<file path="src/rtl/bias_pkg.sv">
// Shared encodings and derived-geometry helpers for the bias packer.
// Mode values track the conv controller's layer modes.
package bias_pkg;

  typedef enum logic [1:0] {
    MODE_CONV  = 2'd0,
    MODE_DW    = 2'd1,
    MODE_PW    = 2'd2,
    MODE_AVGPL = 2'd3
  } mode_e;

  typedef enum logic [1:0] {
    ST_IDLE  = 2'd0,
    ST_RUN   = 2'd1,
    ST_DRAIN = 2'd2
  } state_e;

  localparam int unsigned DEF_IN_W   = 128;
  localparam int unsigned DEF_BIAS_W = 32;
  localparam int unsigned DEF_LANES  = 16;
  localparam int unsigned DEF_CNT_W  = 11;

  // Elements per input beat and beats per packed output word
  function automatic int unsigned epb_of(int unsigned in_w, int unsigned bias_w);
    return in_w / bias_w;
  endfunction

  function automatic int unsigned beats_of(int unsigned in_w, int unsigned bias_w,
                                           int unsigned lanes);
    return (lanes * bias_w) / in_w;
  endfunction

  function automatic int unsigned cnt_w_of(int unsigned n);
    return (n > 1) ? $clog2(n) : 1;
  endfunction

  localparam int unsigned EPB   = epb_of(DEF_IN_W, DEF_BIAS_W);
  localparam int unsigned BEATS = beats_of(DEF_IN_W, DEF_BIAS_W, DEF_LANES);

endpackage

</file>
<file path="src/rtl/bias_word_asm.sv">
// Slot storage for partial beats plus the PACK / BCAST word-assembly mux.
module bias_word_asm
  import bias_pkg::*;
#(
  parameter  int unsigned IN_W    = DEF_IN_W,
  parameter  int unsigned BIAS_W  = DEF_BIAS_W,
  parameter  int unsigned LANES   = DEF_LANES,
  localparam int unsigned OUT_W   = LANES * BIAS_W,
  localparam int unsigned NEPB    = epb_of(IN_W, BIAS_W),
  localparam int unsigned NBEATS  = beats_of(IN_W, BIAS_W, LANES),
  localparam int unsigned BEAT_CW = cnt_w_of(NBEATS)
) (
  input  logic               clk_200M,
  input  logic               rst_n,
  input  logic               clr,
  input  logic               slot_we,
  input  logic [BEAT_CW-1:0] slot_idx,
  input  logic               bcast,
  input  logic [IN_W-1:0]    bias_in,
  output logic [OUT_W-1:0]   word_c
);

  localparam int unsigned NSLOT = (NBEATS > 1) ? NBEATS - 1 : 1;

  logic [IN_W-1:0] slot_q [NSLOT];

  // Beats 0..NBEATS-2 wait here; the final beat bypasses straight into the word
  always_ff @(posedge clk_200M or negedge rst_n) begin
    if (!rst_n) begin
      for (int unsigned k = 0; k < NSLOT; k++) slot_q[k] <= '0;
    end else if (clr) begin
      for (int unsigned k = 0; k < NSLOT; k++) slot_q[k] <= '0;
    end else begin
      for (int unsigned k = 0; k < NSLOT; k++)
        if (slot_we && (slot_idx == BEAT_CW'(k))) slot_q[k] <= bias_in;
    end
  end

  always_comb begin
    word_c = '0;
    if (bcast) begin
      // Element e fans out to lanes e*NBEATS .. e*NBEATS+NBEATS-1
      for (int unsigned e = 0; e < NEPB; e++)
        for (int unsigned r = 0; r < NBEATS; r++)
          word_c[(e*NBEATS + r)*BIAS_W +: BIAS_W] = bias_in[e*BIAS_W +: BIAS_W];
    end else begin
      for (int unsigned k = 0; k + 1 < NBEATS; k++)
        word_c[k*IN_W +: IN_W] = slot_q[k];
      word_c[(NBEATS-1)*IN_W +: IN_W] = bias_in;
    end
  end

endmodule

</file>
<file path="src/rtl/bias_pack_ctrl.sv">
// Converts narrow bias beats into wide bias-FIFO words per layer descriptor,
// with pack, broadcast and no-bias modes and full FIFO backpressure.
module bias_pack_ctrl
  import bias_pkg::*;
#(
  parameter  int unsigned IN_W   = DEF_IN_W,
  parameter  int unsigned BIAS_W = DEF_BIAS_W,
  parameter  int unsigned LANES  = DEF_LANES,
  parameter  int unsigned CNT_W  = DEF_CNT_W,
  localparam int unsigned OUT_W  = LANES * BIAS_W
) (
  input  logic             clk_200M,
  input  logic             rst_n,
  input  logic             soft_clr,
  input  logic             cfg_vld,
  output logic             cfg_rdy,
  input  logic [1:0]       cfg_mode,
  input  logic [CNT_W-1:0] cfg_words,
  input  logic             bias_in_vld,
  output logic             bias_in_rdy,
  input  logic [IN_W-1:0]  bias_in,
  input  logic             fifo_full,
  output logic             fifo_wr_en,
  output logic [OUT_W-1:0] fifo_wr_data,
  output logic             layer_done,
  output logic             busy
);

  localparam int unsigned NBEATS  = beats_of(IN_W, BIAS_W, LANES);
  localparam int unsigned BEAT_CW = cnt_w_of(NBEATS);

  state_e             state_q, state_d;
  mode_e              mode_q, mode_d;
  logic [CNT_W-1:0]   words_q, words_d;
  logic [CNT_W-1:0]   in_cnt_q, in_cnt_d;
  logic [CNT_W-1:0]   out_cnt_q, out_cnt_d;
  logic [BEAT_CW-1:0] beat_q, beat_d;
  logic               pend_q, pend_d;
  logic [OUT_W-1:0]   data_q, data_d;
  logic               done_q, done_d;

  logic             is_bcast, last_beat, accept, launch, wr;
  logic [OUT_W-1:0] word_c;

  assign is_bcast     = (mode_q == MODE_DW);
  assign last_beat    = is_bcast | (beat_q == BEAT_CW'(NBEATS - 1));
  assign wr           = pend_q & ~fifo_full;
  // Fall-through on write lets a new word load in the cycle the old one leaves
  assign bias_in_rdy  = (state_q == ST_RUN) & (in_cnt_q != words_q) & (~pend_q | wr);
  assign accept       = bias_in_vld & bias_in_rdy;
  assign launch       = accept & last_beat;

  assign cfg_rdy      = (state_q == ST_IDLE);
  assign busy         = (state_q != ST_IDLE);
  assign fifo_wr_en   = wr;
  assign fifo_wr_data = data_q;
  assign layer_done   = done_q;

  bias_word_asm #(
    .IN_W   (IN_W),
    .BIAS_W (BIAS_W),
    .LANES  (LANES)
  ) u_asm (
    .clk_200M (clk_200M),
    .rst_n    (rst_n),
    .clr      (soft_clr),
    .slot_we  (accept & ~last_beat),
    .slot_idx (beat_q),
    .bcast    (is_bcast),
    .bias_in  (bias_in),
    .word_c   (word_c)
  );

  always_ff @(posedge clk_200M or negedge rst_n) begin
    if (!rst_n) begin
      state_q   <= ST_IDLE;
      mode_q    <= MODE_CONV;
      words_q   <= '0;
      in_cnt_q  <= '0;
      out_cnt_q <= '0;
      beat_q    <= '0;
      pend_q    <= 1'b0;
      data_q    <= '0;
      done_q    <= 1'b0;
    end else begin
      state_q   <= state_d;
      mode_q    <= mode_d;
      words_q   <= words_d;
      in_cnt_q  <= in_cnt_d;
      out_cnt_q <= out_cnt_d;
      beat_q    <= beat_d;
      pend_q    <= pend_d;
      data_q    <= data_d;
      done_q    <= done_d;
    end
  end

  always_comb begin
    state_d   = state_q;
    mode_d    = mode_q;
    words_d   = words_q;
    in_cnt_d  = in_cnt_q;
    out_cnt_d = out_cnt_q;
    beat_d    = beat_q;
    pend_d    = pend_q;
    data_d    = data_q;
    done_d    = 1'b0;

    // A launch wins over a same-cycle write so the new word stays pending
    if (launch) begin
      pend_d   = 1'b1;
      data_d   = word_c;
      in_cnt_d = in_cnt_q + CNT_W'(1);
    end else if (wr) begin
      pend_d = 1'b0;
    end
    if (wr) out_cnt_d = out_cnt_q + CNT_W'(1);
    if (accept && !is_bcast) beat_d = last_beat ? '0 : beat_q + BEAT_CW'(1);

    unique case (state_q)
      ST_IDLE: begin
        if (cfg_vld) begin
          mode_d    = mode_e'(cfg_mode);
          words_d   = cfg_words;
          in_cnt_d  = '0;
          out_cnt_d = '0;
          beat_d    = '0;
          if ((mode_e'(cfg_mode) == MODE_AVGPL) || (cfg_words == '0)) done_d = 1'b1;
          else                                                          state_d = ST_RUN;
        end
      end
      ST_RUN: begin
        if (launch && (in_cnt_d == words_q)) state_d = ST_DRAIN;
      end
      ST_DRAIN: begin
        if (wr && (out_cnt_d == words_q)) begin
          state_d = ST_IDLE;
          done_d  = 1'b1;
        end
      end
      default: state_d = ST_IDLE;
    endcase

    if (soft_clr) begin
      state_d   = ST_IDLE;
      pend_d    = 1'b0;
      beat_d    = '0;
      done_d    = 1'b0;
      in_cnt_d  = '0;
      out_cnt_d = '0;
    end
  end

endmodule

</file>
<file path="config.mk">
export PLATFORM = sky130hd
export DESIGN_NAME = bias_pack_ctrl
export DESIGN_NICKNAME = d
export VERILOG_FILES = /design/src/rtl/bias_pkg.sv /design/src/rtl/bias_word_asm.sv /design/src/rtl/bias_pack_ctrl.sv
export SDC_FILE = /design/constraint.sdc
export NUM_CORES = 2
export LEC_CHECK = 0
export CORE_UTILIZATION = 55
export DETAILED_ROUTE_END_ITERATION = 6
export GPL_TIMING_DRIVEN = 0
export PLACE_DENSITY_LB_ADDON = 0.15
export RECOVER_POWER = 100
export REMOVE_ABC_BUFFERS = 1
export SYNTH_ARGS = -nofsm -noshare
export SYNTH_HDL_FRONTEND = slang
export SYNTH_SLANG_ARGS = --single-unit
</file>
<file path="constraint.sdc">
create_clock -name clk_200M -period 4.07 [get_ports clk_200M]
set_input_delay 0.814 -clock clk_200M [delete_from_list [all_inputs] [get_ports clk_200M]]
set_output_delay 0.814 -clock clk_200M [all_outputs]
set_load 0.05 [all_outputs]
</file>
==> metrics.txt <==
post-DR vias/cell=5.75; Yosys top cell area share=60.2%; Slew Viols, Final=346; Mapped Cells=4305; Peak VDD IR=0.527 mV; clock buffer depth=3; Reg-to-Reg End=u_asm.slot_q[12]; Initial Utilization=55.7%; Mapped Area=39000 µm²; DP HPWL=79.3 mm; Worst EP arrival=3.12 ns; worst r2r src=in_cnt_q[5]; failing checks=max-capacitance violations, max-slew violations; Synth cell types=58; FMAX=254 MHz; Worst-Skew Late Latency=0.65 ns; FF-to-FF setup slack=0.18 ns; post-synth top area cell=dfrtp_1; first-pass GRT wire length=187 mm; TritonCTS clock tree=done; CP cell instances=xnor2_1 > nand4_1 > nor3_4 > nor4b_1 > dlygate4sd3_1; Crit path max-delay family=simple AND/OR/NAND/NOR gates; MaxCap Viol Count=5; starting DRC count in detailed routing=3072; crit path to=bias_in_rdy; RSZ-0062 raised after global routing=no; Seq pwr share=32.8%; wire per inst=20.8 µm; area delta synth->final=29.0%; drt total wl=122 mm; Switching Fraction=44.8%; H-Tree Level Count=3; final-stage net count=4981; Comb pwr share=43.6%; slowest CP cell=dlygate4sd3_1; Cell Int Power=21.7 mW; number of synthesized flops with an enable pin=0; Hold Violations, Final=0; Residual DRC=0; Final Instance Area=50300 µm²; largest net degree at the start of global routing=145; crit path kind=flop to output port; CP endpoint kind=output port; # setup viols final=0; number of port buffers=663; core area=70000 µm²; highest cell delay on the worst timing path=0.79 ns; Clock Pin Slew Worst Setup and Hold Paths=0.06 ns; P per Cell Area=783 nW/µm²; Crit Path Max Fanout=9; total track usage=33.5%; Startpoint Class=flop; Synth warnings=0; Fill cells=5219; Hold-fix buffers, CTS=0; Final ANT Viol Nets=0; layout cell share with drive strength beyond 1=5.46%; Bufs and invs on worst path=1; total number of vias=33600; total CTS buffers=96; worst setup margin=0.140 ns; syn_area_per_cell=9.05 µm²; Cell Area, Placed=47200 µm²; initial antenna violation count=5; min Tclk post-route=3.93 ns; Ports=664; leak pwr=21.2 nW; skew final=0.0255 ns; DP Worst Slack=-0.954 ns; row cnt=97; Clock power frac=23.6%; Die W=268 µm; fraction of registers with async set or reset after synthesis=100%; worst-case reg-to-reg path depth=10; Sw Pwr=17.6 mW; CP Depth=5; Sinks on Clock Net=937; status=finished, violations left; top-count cell post-synth=a21oi_1; Total Power=39.3 mW; top cells by area, synth=dfrtp_1, a21oi_1, nand2_1, nor2_1, and2_1; Main synth FF type=dfrtp_1; GP Congestion=0.858; DIE AREA=71900 µm²; Seq/Total Area, Yosys=60.2%; synth cell count leaders=a21oi_1, dfrtp_1, nand2_1; Slew Limit Headroom=-45.2%; grt total ovfl=0; vias in the first global route=32900; Crit. Startpoint=in_cnt_q[5]; die span in y=268 µm; period utilisation layout=96.6%; slew at the pin closest to its max-slew limit=2.18 ns; DRT Pass-1 Iters=5; Worst Path Required=3.26 ns; setup TNS=0 ns; root buffer cell=clkbuf_16; post-synthesis register bit count=937; Hold Crit Class=input port to async pin
[metrics by stage]
stage | util [%] | hold WS [ns] | cells
floorplan | - | 0.495 | 3982
global placement | 64.9 | 0.461 | 5585
detailed placement | 67.4 | 0.461 | 5659
CTS | 72.2 | 0.184 | 5842
global route | 71.8 | 0.229 | 5851
finish | 71.8 | 0.153 | 5852
[placed cells by master, fill, tap and decap left out, drive strengths merged, types with 12 or more instances in the layout]
cell / count
dfrtp: 937
nor2: 512
a21oi: 1352
clkdlybuf4s50: 144
xnor2: 29
buf: 62
dlygate4sd3: 517
clkinv: 17
clkbuf: 161
mux2: 12
and2: 137
nand2: 884
[final cells by class]
type / count / area (µm²) / area share [%]
diodes: 4 / 10.0 / 0.0199
repair buffers: 746 / 8020 / 16.0
clock buffers: 138 / 2820 / 5.62
well taps: 940 / 1180 / 2.34
flip-flops and latches: 937 / 23500 / 46.7
multi-input cells: 3040 / 14200 / 28.3
inverters: 7 / 26.3 / 0.0523
clock inverters: 40 / 518 / 1.03
[what timing repair did]
item | 4_1_cts | 5_1_grt
setup buffers | 3 | 6
gates resized for setup | 1 | 2
endpoints found under the setup margin | 118 | 59
gates cloned | 2 | 0
pin swaps | 0 | 2
[per-layer routing]
| metal | GRT usage (%) | up-vias | wire length (µm) |
|---|---|---|---|
| met3 | 9.21 | 284 | 11100 |
| met5 | 0 | - | 0 |
| met1 | 41.9 | 16600 | 46400 |
| li1 | - | 15500 | - |
| met2 | 53.4 | 1277 | 58000 |
| met4 | 17.5 | 0 | 6060 |
[state kept, by name, summed over array words and instances, names as in the netlist]
register and flops:
u_asm.slot_q 384, words_q 11, out_cnt_q 11, mode_q 2, layer_done 1, fifo_wr_data 512
in_cnt_q 11, pend_q 1, beat_q 2, state_q 2
[power groups by stage]
stage               clock network, mW  registers [mW]  logic [mW]
finish                           9.29            12.9        17.1
global route                     9.74            13.2        17.9
CTS                              9.38            13.0        18.0
detailed placement                  0            13.1        17.9
global placement                    0            13.3        17.8
floorplan                           0            21.3        3.32
[worst min-delay path by stage]
stage | from | to | cells after the start
after detailed placement | fifo_wr_data[499] | fifo_wr_data[499] | 2
after global placement | fifo_wr_data[489] | fifo_wr_data[489] | 2
after CTS | rst_n | fifo_wr_data[370] | 1
after global routing | rst_n | fifo_wr_data[370] | 1
after floorplan | mode_q[1] | mode_q[1] | 1
final | rst_n | fifo_wr_data[370] | 1
[cell families (layout without fill, tap and decap cells)]
family | after synthesis | in the layout | share of synthesized area (%)
buffers and inverters | 330 | 931 | 3.45
AND/OR/NAND/NOR | 1595 | 1597 | 16.8
AO/OA/AOI/OAI | 1382 | 1382 | 18.0
adder cells (fa/ha/maj) | 6 | 6 | 0.193
multiplexers | 14 | 14 | 0.398
XOR/XNOR | 41 | 41 | 1.03
other | 0 | 4 | 0
flip-flops | 937 | 937 | 60.2
(Power assumes the default switching activity.)
